[config.mk]
export PLATFORM = sky130hd
export DESIGN_NAME = block_serial_subtractor
export DESIGN_NICKNAME = d
export VERILOG_FILES = /design/src/rtl/block_serial_subtractor.sv
export SDC_FILE = /design/constraint.sdc
export NUM_CORES = 1
export LEC_CHECK = 0
export ABC_AREA = 0
export ABC_CLOCK_PERIOD_IN_PS = 4350
export CORE_ASPECT_RATIO = 0.7
export CORE_MARGIN = 3
export CORE_UTILIZATION = 51
export CTS_CLUSTER_DIAMETER = 40
export CTS_CLUSTER_SIZE = 25
export DETAILED_ROUTE_END_ITERATION = 6
export PLACE_DENSITY = 0.8
export SYNTH_ARGS = -nofsm -noshare
export SYNTH_HDL_FRONTEND = slang
export SYNTH_SLANG_ARGS = --single-unit
[constraint.sdc]
create_clock -name clk -period 4.35 [get_ports clk]
set_input_delay 0.435 -clock clk [delete_from_list [all_inputs] [get_ports clk]]
set_output_delay 0.435 -clock clk [all_outputs]
set_load 0.03 [all_outputs]
[src/rtl/block_serial_subtractor.sv]
`default_nettype none
// ============================================================================
// Module   : block_serial_subtractor
// Brief    : Multi-cycle subtractor, one BLOCK-bit slice per clock, LSB first,
//            with equal-operand borrow bypass. Macro SUB_FLAGS_EN adds zero/neg/ovf.
// Revision : 1.0 - initial release
// ============================================================================
module block_serial_subtractor #(
  parameter int WIDTH = 32,
  parameter int BLOCK = 4
) (
  input  logic             clk,
  input  logic             rst_n,
  input  logic             in_valid,
  output logic             in_ready,
  input  logic [WIDTH-1:0] in1,
  input  logic [WIDTH-1:0] in2,
  input  logic             b_in,
  output logic             out_valid,
  input  logic             out_ready,
  output logic [WIDTH-1:0] diff,
`ifdef SUB_FLAGS_EN
  output logic             zero,
  output logic             neg,
  output logic             ovf,
`endif
  output logic             b_out
);

  localparam int NBLK = WIDTH / BLOCK;
  localparam int KW   = (NBLK > 1) ? $clog2(NBLK) : 1;

  localparam logic [KW-1:0] c_last = KW'(NBLK - 1);

  localparam logic [1:0] S_IDLE = 2'd0;
  localparam logic [1:0] S_RUN  = 2'd1;
  localparam logic [1:0] S_DONE = 2'd2;

  logic [1:0]       r_state;
  logic [KW-1:0]    r_k;
  logic [WIDTH-1:0] r_a;
  logic [WIDTH-1:0] r_b;
  logic             r_borrow;
  logic [WIDTH-1:0] r_diff;
  logic             r_b_out;

  logic [BLOCK-1:0] w_a_slc;
  logic [BLOCK-1:0] w_b_slc;
  logic [BLOCK:0]   w_sub;
  logic             w_bo;
  logic [WIDTH-1:0] w_diff_nxt;

  assign w_a_slc = r_a[r_k*BLOCK +: BLOCK];
  assign w_b_slc = r_b[r_k*BLOCK +: BLOCK];
  assign w_sub   = {1'b0, w_a_slc} - {1'b0, w_b_slc} - {{BLOCK{1'b0}}, r_borrow};

  // Equal slices produce a - b = 0, so the outgoing borrow is the incoming one.
  assign w_bo = (w_a_slc == w_b_slc) ? r_borrow : w_sub[BLOCK];

  always_comb begin
    w_diff_nxt = r_diff;
    w_diff_nxt[r_k*BLOCK +: BLOCK] = w_sub[BLOCK-1:0];
  end

  always_ff @(posedge clk or negedge rst_n) begin
    if (!rst_n) begin
      r_state  <= S_IDLE;
      r_k      <= '0;
      r_a      <= '0;
      r_b      <= '0;
      r_borrow <= 1'b0;
      r_diff   <= '0;
      r_b_out  <= 1'b0;
    end else begin
      case (r_state)
        S_IDLE: begin
          if (in_valid) begin
            r_a      <= in1;
            r_b      <= in2;
            r_borrow <= b_in;
            r_k      <= '0;
            r_state  <= S_RUN;
          end
        end
        S_RUN: begin
          r_diff   <= w_diff_nxt;
          r_borrow <= w_bo;
          if (r_k == c_last) begin
            r_b_out <= w_bo;
            r_k     <= '0;
            r_state <= S_DONE;
          end else begin
            r_k <= r_k + KW'(1);
          end
        end
        S_DONE: begin
          if (out_ready) begin
            r_state <= S_IDLE;
          end
        end
        default: r_state <= S_IDLE;
      endcase
    end
  end

`ifdef SUB_FLAGS_EN
  logic r_zero;
  logic r_neg;
  logic r_ovf;

  // Flags are captured from the completed result on the final slice edge.
  always_ff @(posedge clk or negedge rst_n) begin
    if (!rst_n) begin
      r_zero <= 1'b0;
      r_neg  <= 1'b0;
      r_ovf  <= 1'b0;
    end else if ((r_state == S_RUN) && (r_k == c_last)) begin
      r_zero <= (w_diff_nxt == '0);
      r_neg  <= w_diff_nxt[WIDTH-1];
      r_ovf  <= (r_a[WIDTH-1] != r_b[WIDTH-1]) && (w_diff_nxt[WIDTH-1] != r_a[WIDTH-1]);
    end
  end

  assign zero = r_zero;
  assign neg  = r_neg;
  assign ovf  = r_ovf;
`endif

  assign in_ready  = (r_state == S_IDLE);
  assign out_valid = (r_state == S_DONE);
  assign diff      = r_diff;
  assign b_out     = r_b_out;

endmodule
`default_nettype wire
# After elaboration in Yosys (flattened, before gate mapping)
# Cells that the tools add are included.
# W data, S select, Z words.
# classes
eq_ne	7
shifts	4
reduce_logical	6
addsub	4
muxes	11
# op_table
op	count
$shiftx A32 B6 Y4	2
$neg A5 Y34	1
$shift A4 B34 Y32 const A	1
$shiftx A4 B34 Y32	1
$bwmux W32	1
$mux W2	3
$mux W3	2
$pmux W2 S3	1
$pmux W3 S2	1
$reduce_and A2 Y1	3
$sub A4 B4 Y5	1
$sub A5 B1 Y5	1
$eq A4 B4 Y1	1
$ne A2 B2 Y1 const B	2
$add A3 B1 Y3 const B	1
$eq A3 B3 Y1 const B	1
$reduce_and A3 Y1	1
$eq A2 B1 Y1 const B	1
$eq A2 B2 Y1 const B	1
$logic_not A2 Y1	1
$mux W1	2
$ne A2 B1 Y1 const B	1
$pmux W1 S2	1
$reduce_bool A2 Y1	1
# word_totals
output_inout_bits	35
input_bits	69
word_cells	39
register_bits	103

# Depth between registers and ports, before layout
# depth
ltp_word	5
depth_mapped	12
ltp_nobuf	10

# Worst setup path before layout
# Ideal clock, no wire load.
# synth_path
path_kind	register -> register
startpoint	register r_k[0]
endpoint	register r_borrow
setup_slack_ns	1.291
synth_period_minus_slack_ns	3.059
arrival_ns	2.964
stages_incl_launch_ff	13
setup_time_ns	0.095
required_ns	4.255
cell_sequence	dfrtp_1 -> buf_6 -> buf_8 -> mux4_2 -> mux2i_4 -> inv_1 -> fa_1 -> fa_1 -> nand2b_1 -> a21oi_1 -> xor2_1 -> a41oi_1 -> o31ai_1
# synth_between
elab_chain_cells	5
elab_cells_between_ends	7
cone_classes	add/sub (2); eq/ne (1); shift (2); mux (2)
# synth_lines
item	line_no	text
start: declaration	40	logic [KW-1:0] r_k;
start signal: assignment	93	r_k <= r_k + KW'(1);
$shiftx A32 B6 Y4 (on tied branches)	53, 54	
$sub A4 B4 Y5	55	assign w_sub = {1'b0, w_a_slc} - {1'b0, w_b_slc} - {{BLOCK{1'b0}}, r_borrow};
$sub A5 B1 Y5	55	
$mux W1 *	58	assign w_bo = (w_a_slc == w_b_slc) ? r_borrow : w_sub[BLOCK];
$pmux W1 S2 *	75	case (r_state)
end signal: assignment	80	r_borrow <= b_in;
end signal: assignment	87	r_borrow <= w_bo;
end: declaration	43	logic r_borrow;
# Every way passes the cells marked *; elsewhere a longest branch is shown, timed or not.
# A chain may end at the register's enable or synchronous reset.

# Final worst setup path
# Ends and elaborated chain as after synthesis.

==> flow_summary_export.csv <==
group,metric,value,unit
synth,yosys-top-cells-area,"dfrtp_1 (52%), nand2_1 (17%), mux2_2 (5.0%), mux4_2 (4.5%), mux4_1 (4.2%)",
global_route,use_met2,34.5,%
synth,syn-num-nets,567,
clock_network,hold_buffers,0,
detailed_routing,routed_via_density,5.40,
final_layout,final_common_cell,"nand2_1",
synth,netlist_area,4980,um2
detailed_routing,vias,3821,
final_layout,register_area,2580,um2
final_layout,fillCellCount,724,
job,cap_violations,0,
sta,worst_pin_slew,1.20,ns
clock_network,cts_root_buf,"clkbuf_16",
outcome,status,"finished clean",
pwr,powerDensity,868,nW/um2
sta,fin_setup_tns,0,ns
critical_path,crit_type,"flip-flop to flip-flop",
final_layout,area_delta_synth_final,27.7,%
global_route,first_global_vias,3729,
die,pin_count,104,
final_layout,n_antenna_cell,0,
sta,min_period,3.28,ns
critical_path,reg2regPathDepth,11,
final_layout,multi_input_area,2250,um2
sta,finalHoldViolations,0,
global_route,grt-busiest-layer,"met2",
synth,synth_adder_area_share,3.57,%
clock_network,cts.reportedPaths.clkPinSlew,0.06,ns
sta,setup_viol,0,
placement,dpl.hpwl,8710,um
detailed_routing,ant_nets,0,
die,die_area,11000,um2
detailed_routing,wirelength,11900,um
final_layout,stdcell_count,708,
synth,synth-seq-area-share,51.7,%
clock_network,cts_setup_buffers,0,
placement,port_buffers,103,
clock_network,cts_tree,"built",
global_route,grt_pass1_wl,19100,um
die,rows,29,
synth,syn-instance-count,485,
critical_path,critPathBufInv,2,
global_route,grt_util_all_layers,23.0,%
critical_path,crit_path_end_kind,"flip-flop",
synth,synthXorXnorAreaFrac,2.49,%
synth,ys.flop_type,"dfrtp_1",
die,coreArea,9290,um2
sta,slew_violations,0,
critical_path,startpoint_type,"flip-flop",
clock_network,htreeDepth,3,
critical_path,cp.arrival,3.53,ns
final_layout,layout_common_cells,"nand2_1 (219), dfrtp_1 (103), clkdlybuf4s50_1 (102), mux2_2 (22)",
placement,dp_cells,692,
synth,netlist.area_leader.share,51.7,%
synth,synth-seq-cells,103,
sta,max_slew_margin,19.9,%
critical_path,slowest_stage,"mux4_1",
pwr,totalPowerFinal,0.00552,W
global_route,gr-usage-met3,4.66,%
critical_path,path_cells,"buf_4 -> mux4_1 -> nand2_1 -> nand2_1 -> ha_1 -> inv_1 -> ha_1 -> a21oi_1 -> xor2_1 -> a41oi_1 -> o31ai_1",
synth,synth_top_area_cell,"dfrtp_1",
critical_path,r2r-start,"r_k[0]",
clock_network,clkSinkCount,103,
global_route,grt.overflow.total,0,
detailed_routing,first_iter_violations,342,
synth,synthMuxAreaShare,15.8,%
synth,synth-compound-area-share,3.04,%
pwr,p_leak,3.08,nW
global_route,antenna_found_initial,0,
detailed_routing,drtPass1Iterations,4,
global_route,grt_max_degree,71,
synth,synthArstFlopShare,100,%
clock_network,cts_max_path_buffers,2,
synth,synth_simple_gate_area_share,20.2,%
critical_path,worst-path-max-fanout,23,
detailed_routing,drc,0,
critical_path,required,4.60,ns
synth,yosysWarnings,0,
pwr,irDropWorstVdd,0.000587,V
critical_path,rr_endpoint,"r_borrow",
placement,place.gp.congestion,0.852,
synth,synth_top_family_by_area,"simple AND/OR/NAND/NOR gates",
sta,fmax,305,MHz
detailed_routing,wl_per_cell,16.7,um
die,initial_core_util,53.6,%
critical_path,cp_slowest_stage_delay,0.63,ns
synth,syn_avg_cell_area,10.3,um2
sta,final.period_utilization,75.4,%
placement,place_ws,1.08,ns
hold_path,hold_path.class,"input pin to asynchronous set/reset pin",
global_route,grtUsageMet1,34.4,%
clock_network,worstSkewPairLatency,0.35,ns
clock_network,cts-buffers-inserted,9,
final_layout,nNetsFinal,661,
synth,synth_cell_types,37,
die,die_x,124,um
sta,finalClockSkew,0.00781,ns
clock_network,post_cts_resized,0,
sta,worst_slack,1.07,ns
critical_path,ff2ff_setup_slack,1.07,ns
sta,rsz0062_at_grt,"no",
critical_path,crit_family,"adder cells",
final_layout,drive_above_1_share,9.76,%
die,die_h,88.7,um
synth,synth-edff-count,0,
[power breakdown]
part | internal (W) | switching (W)
Combinational | 0.00129 | 0.00180
Sequential | 0.00137 | 0.000297
Clock | 0.000405 | 0.000349
Total | 0.00307 | 0.00245
[flip-flops by register name, indices dropped and copies added (netlist names)]
| signal | count |
|---|---|
| diff | 32 |
| r_a | 32 |
| r_b | 32 |
| r_k | 3 |
| r_state | 2 |
| b_out | 1 |
| r_borrow | 1 |
[routing by layer]
metal,part of all wire (%),vias to the layer above
met1,46,1882
met5,0,-
li1,-,1785
met4,1.5,0
met3,6.6,17
met2,46,137
[worst max-delay path by stage]
stage / startpoint / end / slack, ns / cells after the start
after floorplan: r_k[0] / r_borrow / 1.29 / 12
after global placement: r_k[0] / b_out / 1.28 / 10
after detailed placement: r_k[0] / r_borrow / 1.08 / 11
after CTS: r_k[0] / r_borrow / 1.06 / 11
after global routing: r_k[0] / b_out / 0.84 / 11
final: r_k[0] / r_borrow / 1.07 / 11
[logic make-up (layout without fill, tap and decap cells)]
logic type	Yosys count	after routing
AND/OR/NAND/NOR	253	253
flip-flops	103	103
multiplexers	48	48
buffers and inverters	36	135
AO/OA/AOI/OAI	20	20
adder cells (fa/ha/maj)	13	13
XOR/XNOR	12	12
[Yosys cell counts, types with 3 or more instances]
cell / n
nand2b_1: 7
clkbuf_1: 15
nand2_1: 220
nand3_1: 3
mux4_1: 8
xor2_1: 10
dfrtp_1: 103
nor3_1: 3
buf_1: 4
inv_1: 13
mux4_2: 10
mux2i_1: 6
ha_1: 11
o41ai_1: 6
o21ai_0: 4
mux2_2: 22
nor2_1: 13
o31ai_1: 4
[final cells by class]
| class | count | share of cell area [%] |
|---|---|---|
| Sequential cell | 103 | 40.5 |
| Multi-Input combinational cell | 346 | 35.4 |
| Timing Repair Buffer | 106 | 16.5 |
| Clock buffer | 12 | 3.88 |
| Tap cell | 124 | 2.44 |
| Inverter | 13 | 0.767 |
| Clock inverter | 4 | 0.453 |
[through the flow]
stage / utilization (%) / hold slack, ns / instance area (um2)
after floorplan: - / 0.139 / 4980
after global placement: 65.5 / 0.455 / 6080
after detailed placement: 65.5 / 0.454 / 6080
after CTS: 68.5 / 0.229 / 6360
after global routing: 68.5 / 0.262 / 6360
final: 68.5 / 0.184 / 6360
No activity file was read; power rests on OpenSTA's default activity.
